==> config.mk <==
export PLATFORM = sky130hd
export DESIGN_NAME = adc_ctrl_rx
export DESIGN_NICKNAME = d
export VERILOG_FILES = /design/src/rtl/adc_ctrl_rx_pkg.sv /design/src/rtl/adc_ctrl_rx_sync.sv /design/src/rtl/adc_ctrl_rx.sv
export SDC_FILE = /design/constraint.sdc
export NUM_CORES = 1
export LEC_CHECK = 0
export ABC_AREA = 1
export ABC_CLOCK_PERIOD_IN_PS = 2100
export CORE_UTILIZATION = 35
export CTS_BUF_LIST = sky130_fd_sc_hd__clkbuf_16
export DETAILED_ROUTE_END_ITERATION = 8
export GPL_TIMING_DRIVEN = 0
export PLACE_DENSITY = 0.57
export SETUP_SLACK_MARGIN = 0.5
export SYNTH_ARGS = -nofsm -noshare
export SYNTH_HDL_FRONTEND = slang
export SYNTH_SLANG_ARGS = --single-unit
==> constraint.sdc <==
create_clock -name clock -period 2.1 [get_ports clock]
set_input_delay 0.42 -clock clock [delete_from_list [all_inputs] [get_ports clock]]
set_output_delay 0.42 -clock clock [all_outputs]
set_load 0.01 [all_outputs]
==> src/rtl/adc_ctrl_rx_pkg.sv <==
// Shared definitions for the front-panel SPI control-word receiver.
//   WordBitsDef  : default frame length in bits
//   DefaultFreq  : power-up oscillator frequency word
//   HistDepth    : depth of the optional averaging history
//   spi_state_e  : receiver FSM encoding (IDLE=00, SHIFT=01, DONE=10)
package adc_ctrl_rx_pkg;

  localparam int unsigned WordBitsDef = 16;
  localparam logic [15:0] DefaultFreq = 16'd1000;
  localparam int unsigned HistDepth   = 4;

  typedef enum logic [1:0] {
    StIdle  = 2'b00,
    StShift = 2'b01,
    StDone  = 2'b10
  } spi_state_e;

endpackage

==> src/rtl/adc_ctrl_rx_sync.sv <==
// Multi-flop synchroniser for one asynchronous input, plus a one-cycle delayed copy of the
// synchronised level so the parent can form rising/falling edge strobes.
// Ports:
//   clock      : fpga clock
//   reset      : asynchronous, active-high; all flops clear to 0
//   i_async    : asynchronous input
//   o_level    : synchronised level (SYNC_STAGES flops deep)
//   o_level_d  : o_level delayed by one clock (edge-detect reference)
module adc_ctrl_rx_sync #(
  parameter int unsigned SYNC_STAGES = 2
) (
  input  logic clock,
  input  logic reset,
  input  logic i_async,
  output logic o_level,
  output logic o_level_d
);

  logic [SYNC_STAGES-1:0] r_sync;
  logic                   r_prev;

  // Clearing to 0 means an input already low at reset release never looks like a fall.
  always_ff @(posedge clock or posedge reset) begin
    if (reset) begin
      r_sync <= '0;
      r_prev <= 1'b0;
    end else begin
      r_sync <= {r_sync[SYNC_STAGES-2:0], i_async};
      r_prev <= r_sync[SYNC_STAGES-1];
    end
  end

  assign o_level   = r_sync[SYNC_STAGES-1];
  assign o_level_d = r_prev;

endmodule

==> src/rtl/adc_ctrl_rx.sv <==
// SPI-slave (mode 0) receiver for the 16-bit oscillator control word from the front-panel MCU.
// Resynchronises NSS/SCK/MOSI into the fpga clock domain, assembles MSB-first words and presents
// a held word with a one-cycle valid strobe.
// Ports:
//   clock        : fpga clock
//   reset        : asynchronous, active-high
//   spi_nss      : MCU chip select, active-low, asynchronous
//   spi_clock_in : MCU SCK, idle low, asynchronous
//   spi_data_in  : MCU MOSI, asynchronous
//   data_out     : last accepted word (or running average), held between frames
//   data_valid   : one-cycle pulse when data_out updates
//   frame_err    : one-cycle pulse on a short frame (1..WORD_BITS-1 bits)
//   overrun      : sticky, more than WORD_BITS SCK rises in one frame; cleared by reset only
// Build option: define ADC_CTRL_RX_AVG_EN to output the truncated mean of the last four accepted
// words (history primed to DEFAULT_WORD) with one extra clock of latency.
module adc_ctrl_rx
  import adc_ctrl_rx_pkg::*;
#(
  parameter int unsigned          WORD_BITS    = WordBitsDef,
  parameter int unsigned          SYNC_STAGES  = 2,
  parameter logic [WORD_BITS-1:0] DEFAULT_WORD = WORD_BITS'(DefaultFreq)
) (
  input  logic                 clock,
  input  logic                 reset,
  input  logic                 spi_nss,
  input  logic                 spi_clock_in,
  input  logic                 spi_data_in,
  output logic [WORD_BITS-1:0] data_out,
  output logic                 data_valid,
  output logic                 frame_err,
  output logic                 overrun
);

  localparam int unsigned CntW = $clog2(WORD_BITS + 1);

  // ---------------------------------------------------------------------------------------------
  // Input synchronisation
  // ---------------------------------------------------------------------------------------------
  logic w_nss_level, w_nss_level_d;
  logic w_sck_level, w_sck_level_d;
  logic [SYNC_STAGES-1:0] r_mosi_sync;

  adc_ctrl_rx_sync #(
    .SYNC_STAGES (SYNC_STAGES)
  ) u_sync_nss (
    .clock     (clock),
    .reset     (reset),
    .i_async   (spi_nss),
    .o_level   (w_nss_level),
    .o_level_d (w_nss_level_d)
  );

  adc_ctrl_rx_sync #(
    .SYNC_STAGES (SYNC_STAGES)
  ) u_sync_sck (
    .clock     (clock),
    .reset     (reset),
    .i_async   (spi_clock_in),
    .o_level   (w_sck_level),
    .o_level_d (w_sck_level_d)
  );

  // MOSI needs no edge detect; same depth keeps it aligned with the SCK rise strobe.
  always_ff @(posedge clock or posedge reset) begin
    if (reset) begin
      r_mosi_sync <= '0;
    end else begin
      r_mosi_sync <= {r_mosi_sync[SYNC_STAGES-2:0], spi_data_in};
    end
  end

  logic w_mosi, w_sck_rise, w_nss_high, w_nss_fall;
  assign w_mosi     = r_mosi_sync[SYNC_STAGES-1];
  assign w_sck_rise = w_sck_level & ~w_sck_level_d;
  assign w_nss_high = w_nss_level;
  // Starting on a fall (not a low level) means a frame cut by reset is not resumed.
  assign w_nss_fall = ~w_nss_level & w_nss_level_d;

  // ---------------------------------------------------------------------------------------------
  // Frame FSM
  // ---------------------------------------------------------------------------------------------
  spi_state_e           r_state, w_state_nxt;
  logic [CntW-1:0]      r_cnt, w_cnt_nxt;
  logic [WORD_BITS-1:0] r_shift, w_shift_nxt;
  logic                 w_accept, w_ferr, w_ovr_set;
  logic                 r_accept, r_frame_err, r_overrun;

  always_ff @(posedge clock or posedge reset) begin
    if (reset) begin
      r_state     <= StIdle;
      r_cnt       <= '0;
      r_shift     <= '0;
      r_accept    <= 1'b0;
      r_frame_err <= 1'b0;
      r_overrun   <= 1'b0;
    end else begin
      r_state     <= w_state_nxt;
      r_cnt       <= w_cnt_nxt;
      r_shift     <= w_shift_nxt;
      r_accept    <= w_accept;
      r_frame_err <= w_ferr;
      r_overrun   <= r_overrun | w_ovr_set;
    end
  end

  always_comb begin
    w_state_nxt = r_state;
    w_cnt_nxt   = r_cnt;
    w_shift_nxt = r_shift;
    w_accept    = 1'b0;
    w_ferr      = 1'b0;
    w_ovr_set   = 1'b0;
    unique case (r_state)
      StIdle: begin
        if (w_nss_fall) begin
          w_state_nxt = StShift;
          w_cnt_nxt   = '0;
          w_shift_nxt = '0;
        end
      end
      StShift: begin
        // The SCK edge is counted before NSS is looked at, so a final edge coinciding with
        // NSS rising still completes the word.
        if (w_sck_rise) begin
          w_shift_nxt = {r_shift[WORD_BITS-2:0], w_mosi};
          w_cnt_nxt   = r_cnt + 1'b1;
        end
        if (w_sck_rise && (r_cnt == CntW'(WORD_BITS - 1))) begin
          w_accept    = 1'b1;
          w_state_nxt = StDone;
        end else if (w_nss_high) begin
          w_ferr      = (w_cnt_nxt != '0);
          w_state_nxt = StIdle;
        end
      end
      StDone: begin
        if (w_sck_rise) begin
          w_ovr_set = 1'b1;
        end
        if (w_nss_high) begin
          w_state_nxt = StIdle;
        end
      end
      default: begin
        w_state_nxt = StIdle;
      end
    endcase
  end

  // ---------------------------------------------------------------------------------------------
  // Output stage
  // ---------------------------------------------------------------------------------------------
  logic [WORD_BITS-1:0] r_data;
  logic                 r_valid;

`ifdef ADC_CTRL_RX_AVG_EN
  logic [WORD_BITS-1:0] r_hist [HistDepth];
  logic                 r_hist_upd;
  logic [WORD_BITS+1:0] w_sum;

  assign w_sum = (WORD_BITS+2)'(r_hist[0]) + (WORD_BITS+2)'(r_hist[1]) +
                 (WORD_BITS+2)'(r_hist[2]) + (WORD_BITS+2)'(r_hist[3]);

  always_ff @(posedge clock or posedge reset) begin
    if (reset) begin
      for (int i = 0; i < HistDepth; i++) begin
        r_hist[i] <= DEFAULT_WORD;
      end
      r_hist_upd <= 1'b0;
      r_data     <= DEFAULT_WORD;
      r_valid    <= 1'b0;
    end else begin
      r_hist_upd <= r_accept;
      r_valid    <= r_hist_upd;
      if (r_accept) begin
        for (int i = HistDepth - 1; i > 0; i--) begin
          r_hist[i] <= r_hist[i-1];
        end
        r_hist[0] <= r_shift;
      end
      if (r_hist_upd) begin
        r_data <= WORD_BITS'(w_sum >> 2);
      end
    end
  end
`else
  // r_shift is frozen in DONE, so it still holds the completed word one clock later.
  always_ff @(posedge clock or posedge reset) begin
    if (reset) begin
      r_data  <= DEFAULT_WORD;
      r_valid <= 1'b0;
    end else begin
      r_valid <= r_accept;
      if (r_accept) begin
        r_data <= r_shift;
      end
    end
  end
`endif

  assign data_out   = r_data;
  assign data_valid = r_valid;
  assign frame_err  = r_frame_err;
  assign overrun    = r_overrun;

endmodule

# After elaboration in Yosys (flattened, before gate mapping)
# Cells that the tools add are included.
# classes
addsub	1
div_mod_pow	0
n_mux	18
shifts	0
bitwise	5
n_lt_le_gt_ge	0
eq_ne	5
n_reduce_logical	6
mul	0
# ops
cell	n
2-to-1 mux 16 bit	2
case mux 16 bit (2 select lines)	1
2-to-1 mux 5 bit	3
case mux 5 bit (2 select lines)	1
2-to-1 mux 1 bit	7
2-to-1 mux 2 bit	3
case mux 2 bit (3 select lines)	1
adder 5 x 1 -> 5 bit, second input constant	1
equality test 5 x 4 -> 1 bit, second input constant	1
nonzero test 5 bit	1
!= test 2 bit, second input constant	2
AND reduction 3 bit	1
AND 1 bit	2
equality test 2 x 1 -> 1 bit, second input constant	1
equality test 2 bit, second input constant	1
logical NOT 2 bit	1
NOT 1 bit	2
AND reduction 2 bit	1
nonzero test 2 bit	1
logical AND 1 bit	1
bitwise OR 1 bit	1
# word_totals
mem_count	0
romBits	0
latchBits	0
ramBits	0
in_bits	5
reg_bits	51
out_inout_bits	19

# Logic depth before layout (Yosys ltp)
# Gate-level depths: netlist of run 1.
# logic_depth
word_depth	8
mapped_depth	10

# Modules after synthesis
# Synthesis of run 1 repeated with hierarchy kept, for this count alone.
# hier_totals
hier_cells	187
hier_area_um2	1953.1
# by_module_without_submodules
module	cells_per_inst	area_per_inst_um2	n_inst
adc_ctrl_rx	179	1795.5	1
adc_ctrl_rx_sync	4	78.8	2

# Least setup slack after synthesis of run 1
# Ideal clock, no wire load.
# synth_timing
kind	reg2reg
startpoint	register r_cnt[0]
endpoint	register r_frame_err (netlist: frame_err)
synth_period_minus_slack_ns	1.447
path_slack_ns	0.653
arrival_ns	1.332
stages_incl_launch_ff	11
required_time_ns	1.984
path_cell_list	dfrtp_1 -> ha_1 -> nand2_1 -> nor2_1 -> ha_1 -> nand3b_1 -> nand2_1 -> nor2_1 -> nand2_1 -> nor2_1 -> nor2_1
# synth_via
elab_chain_len	7
# synth_lines
item	line_no	text
from (decl)	adc_ctrl_rx.sv:83	logic [CntW-1:0] r_cnt, w_cnt_nxt;
from (signal assigned)	adc_ctrl_rx.sv:98	r_cnt <= w_cnt_nxt;
adder 5 x 1 -> 5 bit	adc_ctrl_rx.sv:126	w_cnt_nxt = r_cnt + 1'b1;
2-to-1 mux 5 bit	adc_ctrl_rx.sv:124	if (w_sck_rise) begin
2-to-1 mux 5 bit	adc_ctrl_rx.sv:113	unique case (r_state)
nonzero test 5 bit	adc_ctrl_rx.sv:132	w_ferr = (w_cnt_nxt != '0);
2-to-1 mux 1 bit	adc_ctrl_rx.sv:131	end else if (w_nss_high) begin
2-to-1 mux 1 bit *	adc_ctrl_rx.sv:128	if (w_sck_rise && (r_cnt == CntW'(WORD_BITS - 1))) begin
2-to-1 mux 1 bit *	adc_ctrl_rx.sv:113	
net w_ferr	adc_ctrl_rx.sv:85	logic w_accept, w_ferr, w_ovr_set;
to (signal assigned)	adc_ctrl_rx.sv:101	r_frame_err <= w_ferr;
to (decl)	adc_ctrl_rx.sv:86	logic r_accept, r_frame_err, r_overrun;
# Mark *: on every way through the listed nets, which the timed path passes. The rest lies on a longest branch. The select of a mux whose other input is x is not followed.
# A chain may end at the register's enable or synchronous reset.

# Worst setup path in the final report of run 1
# layout_timing
startpoint	register r_frame_err (netlist: frame_err)
endpoint	output frame_err
# layout_rtl
item	line_no	text
to (decl)	adc_ctrl_rx.sv:30	output logic frame_err,
# No word-level cell between the ends.

==> results of run 1 <==
per-layer routing:
metal	share of wire, %	up-vias	wire (µm)
met5	0	-	0
met4	1.2	0	41
met3	3.6	2	127
met2	45	28	1600
met1	50	666	1790
li1	-	670	-
cell families after synthesis:
group	synth area share [%]
adders and majority gates	1.28
AOI/OAI and AO/OA	11.4
and+or+nand+nor	14.1
buffers and inverters	7.32
DFF	65.9
sequential cells by signal, indices dropped and copies added (netlist names), 2 cells and up:
register,count
data_out,16
r_shift,16
r_cnt,5
r_mosi_sync,2
r_state,2
u_sync_nss.r_sync,2
u_sync_sck.r_sync,2
power by group:
part	switching [W]	total, W	internal [W]
registers	0.0000208	0.00103	0.00101
logic	0.000102	0.000172	0.0000700
clock network	0.000328	0.000885	0.000557
worst paths after layout:
check	from	to	depth (start not counted)
min in group asynchronous	reset	u_sync_sck.r_sync[1]	2
max in group asynchronous	reset	r_shift[9]	2
hold / removal	u_sync_nss.r_sync[0]	u_sync_nss.r_sync[1]	0
setup reg to reg	r_cnt[1]	frame_err	10
setup / recovery	frame_err	frame_err	1
hold reg to reg	u_sync_nss.r_sync[0]	u_sync_nss.r_sync[1]	0
worst reg2reg max path: stages, from the launching register on:
cell and delay (ns):
dfrtp_1 0.42, ha_2 0.20, nand2_1 0.06, nor2_1 0.04
ha_1 0.26, nand3b_1 0.09, nand2_1 0.07, nor2_1 0.09
nand2_1 0.05, nor2_1 0.10, nor2_1 0.05
layout by cell type (no fill, tap or decap):
cell type,n
ha_1,1
o21bai_1,2
nand4_1,1
a21oi_1,16
clkbuf_1,3
ha_2,1
o22ai_1,18
inv_1,27
nand3_1,10
clkinvlp_4,2
buf_4,3
buf_6,1
dlymetal6s2s_1,7
dfstp_2,6
buf_8,1
bufinv_16,1
nand2_4,2
clkbuf_16,5
nor2_4,2
o21ai_0,3
inv_2,1
clkdlybuf4s50_1,6
dlygate4sd2_1,10
nand2_1,22
nor2_1,22
nand3b_1,1
dfrtp_1,45
through the flow:
step | power, W | setup WS (ns)
after CTS | 0.00210 | 0.501
after global routing | 0.00218 | 0.453
after detailed placement | 0.00120 | 0.423
final | 0.00209 | 0.551
after global placement | 0.00120 | 0.407
after floorplan | 0.00116 | 0.653
cell type report:
type,instances,area [µm²],area share [%]
Tap cell,70,87.6,3.55
Clock buffer,5,125,5.07
Inverter,28,109,4.41
Clock inverter,3,41.3,1.67
Multi-Input combinational cell,101,524,21.3
Timing Repair Buffer,26,258,10.5
Sequential cell,51,1280,52.1
Buffer,5,37.5,1.52
repair_timing:
item	CTS	global route
endpoints found under the setup margin	10	8
setup buffers	0	3
gates resized for setup	10	8
==> impl_metrics.yaml, run 1 <==
status:
  outcome: "finished, final reports clean"
clock_tree:
  cts_buffers: 5
  cts.path.max_buffers: 2
  root_buffer: "clkbuf_16"
  cts_tree: "built"
  cts_max_level: 2
  clk_pin_slew_ns: 0.07
  hold_buffers: 0
  cts.sinks: 51
  insertion_delay_ns: 0.28
place:
  post-dp-hpwl_um: 2280
  place.gp.congestion: 0.796
  placed_area_um2: 2270
  numPortBuffers: 23
  dp.cells: 278
pwr:
  leakage_nw: 1.29
  vdd_ir_drop_max_uv: 493
  power_density_nw_per_um2: 847
die:
  die_h_um: 76.6
  dieArea_um2: 5870
  fp.dieW_um: 76.6
  rows: 26
  pin_count: 24
  initial_core_util_pct: 37.2
  core-area_um2: 5240
finish:
  n_fill_cell: 507
  final_cells: 289
  finish.instance_area_um2: 2470
  drive_above_1_share_pct: 11.4
  fin_nets: 225
  syn2layout_area_growth_pct: 26.6
  fin_util_pct: 47.1
  diodes: 0
worst_setup_path:
  worst-path-buf-inv: 1
  critPathMaxStageDelay_ns: 0.52
  cp-start-kind: "flop"
  required_ns: 1.68
  crit_fanout: 1
  crit_family: "buffers and inverters"
  cp-end-kind: "output pin"
  critPathKind: "flop to output pin"
  r2r_slack_ns: 0.56
  slowest_stage: "clkdlybuf4s50_1"
  crit_arrival_ns: 1.13
  path_cells: "clkdlybuf4s50_1"
global_routing:
  busiest_layer: "met2"
  grtUsageTotal_pct: 12.8
  grt_pass1_wl_um: 5910
  antenna_found_initial: 0
  grt_max_degree: 52
  gr-usage-met1_pct: 18.0
  gr-total-overflow: 0
  met3_usage_pct: 3.11
  first_global_vias: 1245
  grt_util_met2_pct: 18.6
job:
  cap_violations: 0
timing:
  slew_headroom_pct: 28.8
  fmax_mhz: 646
  hold_viol_final: 0
  period_share_pct: 73.8
  fin_tns_setup_ns: 0
  finalMaxSlewViolations: 0
  post-route-min-period_ns: 1.55
  worst_pin_slew_ns: 1.07
  fin_skew_ns: 0.00861
  whs_ns: 0.350
  rsz0062_at_grt: "true"
  finalSetupViolCount: 0
synth:
  yosysSeqAreaShare_pct: 65.9
  syn_avg_cell_area_um2: 10.5
  ys_types: 19
  synth.ff_latch_count: 51
  syn_area_um2: 1950
  synth_cells: 185
  synth_top_cells_by_area: "dfrtp_1 58%, dfstp_2 8.1%, o22ai_1 5.8%"
  ys.flop_type: "dfrtp_1"
  netlist_top_cells_count: "45 x dfrtp_1, 27 x inv_1, 22 x nand2_1, 22 x nor2_1, 18 x o22ai_1"
  synth_edf_count: 0
  syn-num-nets: 192
  yosysTopAreaCell: "dfrtp_1"
  synth_async_sr_flop_share_pct: 100
  synth.most_common_cell: "dfrtp_1"
  synth_top_area_share_pct: 57.8
  yosysWarnings: 0
detailed_routing:
  drc: 0
  firstDrtPassIters: 4
  final_antenna_net_count: 0
  vias: 1366
  drt_iter0_drc: 73
  wl_per_cell_um: 12.3
  drt-total-wl_um: 3560
  avgViaCountPerCell: 4.73
hold_path:
  hp-class: "flop to flop"
No activity file was read; power rests on OpenSTA's default activity.
==> run 2: changes to the inputs <==
- ABC_CLOCK_PERIOD_IN_PS: 2100 -> 1500
- clock period: 2.1 -> 1.5 ns (I/O delays scaled with it)
==> run 2 against run 1 <==
Against the previous run: combinational power rose by 140%; largest cell class unchanged; global-route usage rose by 3.6 points; the run now ends with negative setup slack left; worst setup slack got worse by 0.57 ns; clock skew barely moved; core utilization rose by 7.4 points; sequential power rose by 41%; first-iteration DRC count rose by 26%; critical path depth rose by 9; clock power rose by 25%; wire length rose by 23%; count of clock-buffer cells in the layout did not move.
==> impl_metrics.yaml, run 2 (synthesis results as in run 1) <==
status:
  violations: "negative setup slack"
  outcome: "finished, violations left"
detailed_routing:
  drt_iter0_drc: 92
  drc: 0
  vias: 1493
  avgViaCountPerCell: 4.69
  final_antenna_net_count: 0
  drt-total-wl_um: 4370
  firstDrtPassIters: 4
  wl_per_cell_um: 13.7
worst_setup_path:
  crit_arrival_ns: 1.69
  required_ns: 1.67
  slowest_stage: "dfrtp_1"
  crit_family: "simple AND/OR/NAND/NOR gates"
  cp-start-kind: "flop"
  critical_path_cell_count: 10
  cpMostUsedCell: "nor2_1"
  crit_fanout: 2
  critPathKind: "flop to flop"
  critPathMaxStageDelay_ns: 0.43
  cp-end-kind: "flop"
  path_cells: "ha_4 > nand2_2 > nor2_1 > ha_1 > nand3b_1 > nand2_1 > nor2_1 > nand2_1 > nor2_1 > nor2_1"
  r2r_cells: 10
  worst-path-buf-inv: 0
global_routing:
  grt_max_degree: 27
  first_global_vias: 1527
  grt_pass1_wl_um: 7520
  grtUsageTotal_pct: 16.4
  antenna_found_initial: 0
  gr-total-overflow: 0
job:
  cap_violations: 0
place:
  pre_cts_ws_ns: -0.104
  numPortBuffers: 23
  post-dp-hpwl_um: 2430
  placed_area_um2: 2270
  place.gp.congestion: 0.802
finish:
  syn2layout_area_growth_pct: 46.5
  fin_util_pct: 54.5
  final_common_cell: "dfrtp_1"
  n_fill_cell: 464
  drive_above_1_share_pct: 44.0
  fin_nets: 254
  diodes: 0
  final_cell_mix: "44 x dfrtp_1, 22 x buf_4, 22 x nor2_1"
  finish.instance_area_um2: 2850
die:
  core-area_um2: 5240
  die_h_um: 76.6
  initial_core_util_pct: 37.2
  fp.dieW_um: 76.6
  rows: 26
  pin_count: 24
  dieArea_um2: 5870
timing:
  finalSetupViolCount: 1
  fin_skew_ns: 0.00826
  period_share_pct: 101
  setup_ws_ns: -0.0146
  finalMaxSlewViolations: 0
  hold_viol_final: 0
  fmax_mhz: 660
  rsz0062_at_grt: "true"
  slew_headroom_pct: 64.1
  worst_pin_slew_ns: 0.537
  post-route-min-period_ns: 1.51
  whs_ns: 0.151
clock_tree:
  cts_max_level: 2
  cts.sinks: 51
  cts_buffers: 5
  cts_tree: "built"
  clk_pin_slew_ns: 0.07
  cts.path.max_buffers: 2
  insertion_delay_ns: 0.29
  hold_buffers: 0
  root_buffer: "clkbuf_16"
pwr:
  leakage_nw: 1.35
  report.power.total_w: 0.00297
  vdd_ir_drop_max_uv: 650
  power_density_nw_per_um2: 1040
hold_path:
  hp-class: "primary input to asynchronous set/reset pin"
==> run 2: cell types whose count changed in the layout (fill, tap and decap cells not counted), moves of 3 or more <==
| cell | before | now |
|---|---|---|
| clkdlybuf4s50_1 | 6 | 3 |
| clkbuf_1 | 3 | 0 |
| buf_4 | 3 | 22 |
| dlygate4sd2_1 | 10 | 0 |
| dlymetal6s2s_1 | 7 | 1 |
| inv_2 | 1 | 6 |
| nand2_1 | 22 | 15 |
| o22ai_2 | 0 | 15 |
| o22ai_1 | 18 | 1 |
| nand2_2 | 0 | 5 |
| buf_6 | 1 | 15 |
| inv_1 | 27 | 21 |
| buf_2 | 0 | 14 |
==> run 2: where the power goes <==
part | leakage (nW) | switching, W | internal (W) | total, W
sequential | 0.667 | 0.0000311 | 0.00142 | 0.00145
clock | 0.0742 | 0.000488 | 0.000624 | 0.00111
combinational | 0.604 | 0.000215 | 0.000202 | 0.000416
==> run 2: what timing repair did <==
item                                   in CTS  in global routing
endpoints found under the hold margin       0                  0
setup endpoints to repair                 111                 77
resized for setup                         123                 15
gates cloned                                2                  1
buffers inserted                           20                  9
pin swaps                                  10                  9
==> run 2: worst paths after layout <==
path / slack, ns / endpoint / startpoint
max: -0.01 / frame_err / r_cnt[1]
min: 0.15 / data_out[13] / reset
max reg2reg: -0.01 / frame_err / r_cnt[1]
min reg2reg: 0.35 / r_mosi_sync[1] / r_mosi_sync[0]
max in group asynchronous: 0.92 / data_out[3] / reset
min in group clock: 0.35 / r_mosi_sync[1] / r_mosi_sync[0]
==> run 2: area by class of cell <==
class	instances	area (µm²)	area share [%]
inverters	28	109	3.81
flip-flops and latches	51	1280	45.0
multi-input cells	101	701	24.6
well taps	70	87.6	3.07
clock buffers	5	125	4.38
repair inverters	2	15.0	0.526
repair buffers	53	463	16.2
plain buffers	5	46.3	1.62
clock inverters	3	22.5	0.789
==> run 2: per-layer routing <==
layer  wire length [µm]  vias to the layer above  track usage (%)
li1                   -                      725                -
met1               2080                      738             21.9
met2               2120                       25             27.1
met3                131                        5             3.23
met4                 38                        0             4.62
met5                  0                        -                0
==> run 2: metrics by stage <==
step | setup TNS (ns) | cells
final | -0.0146 | 318
after global routing | -0.165 | 318
after CTS | -0.0148 | 308
after detailed placement | -4.62 | 278
after global placement | -4.10 | 278
after floorplan | 0 | 185
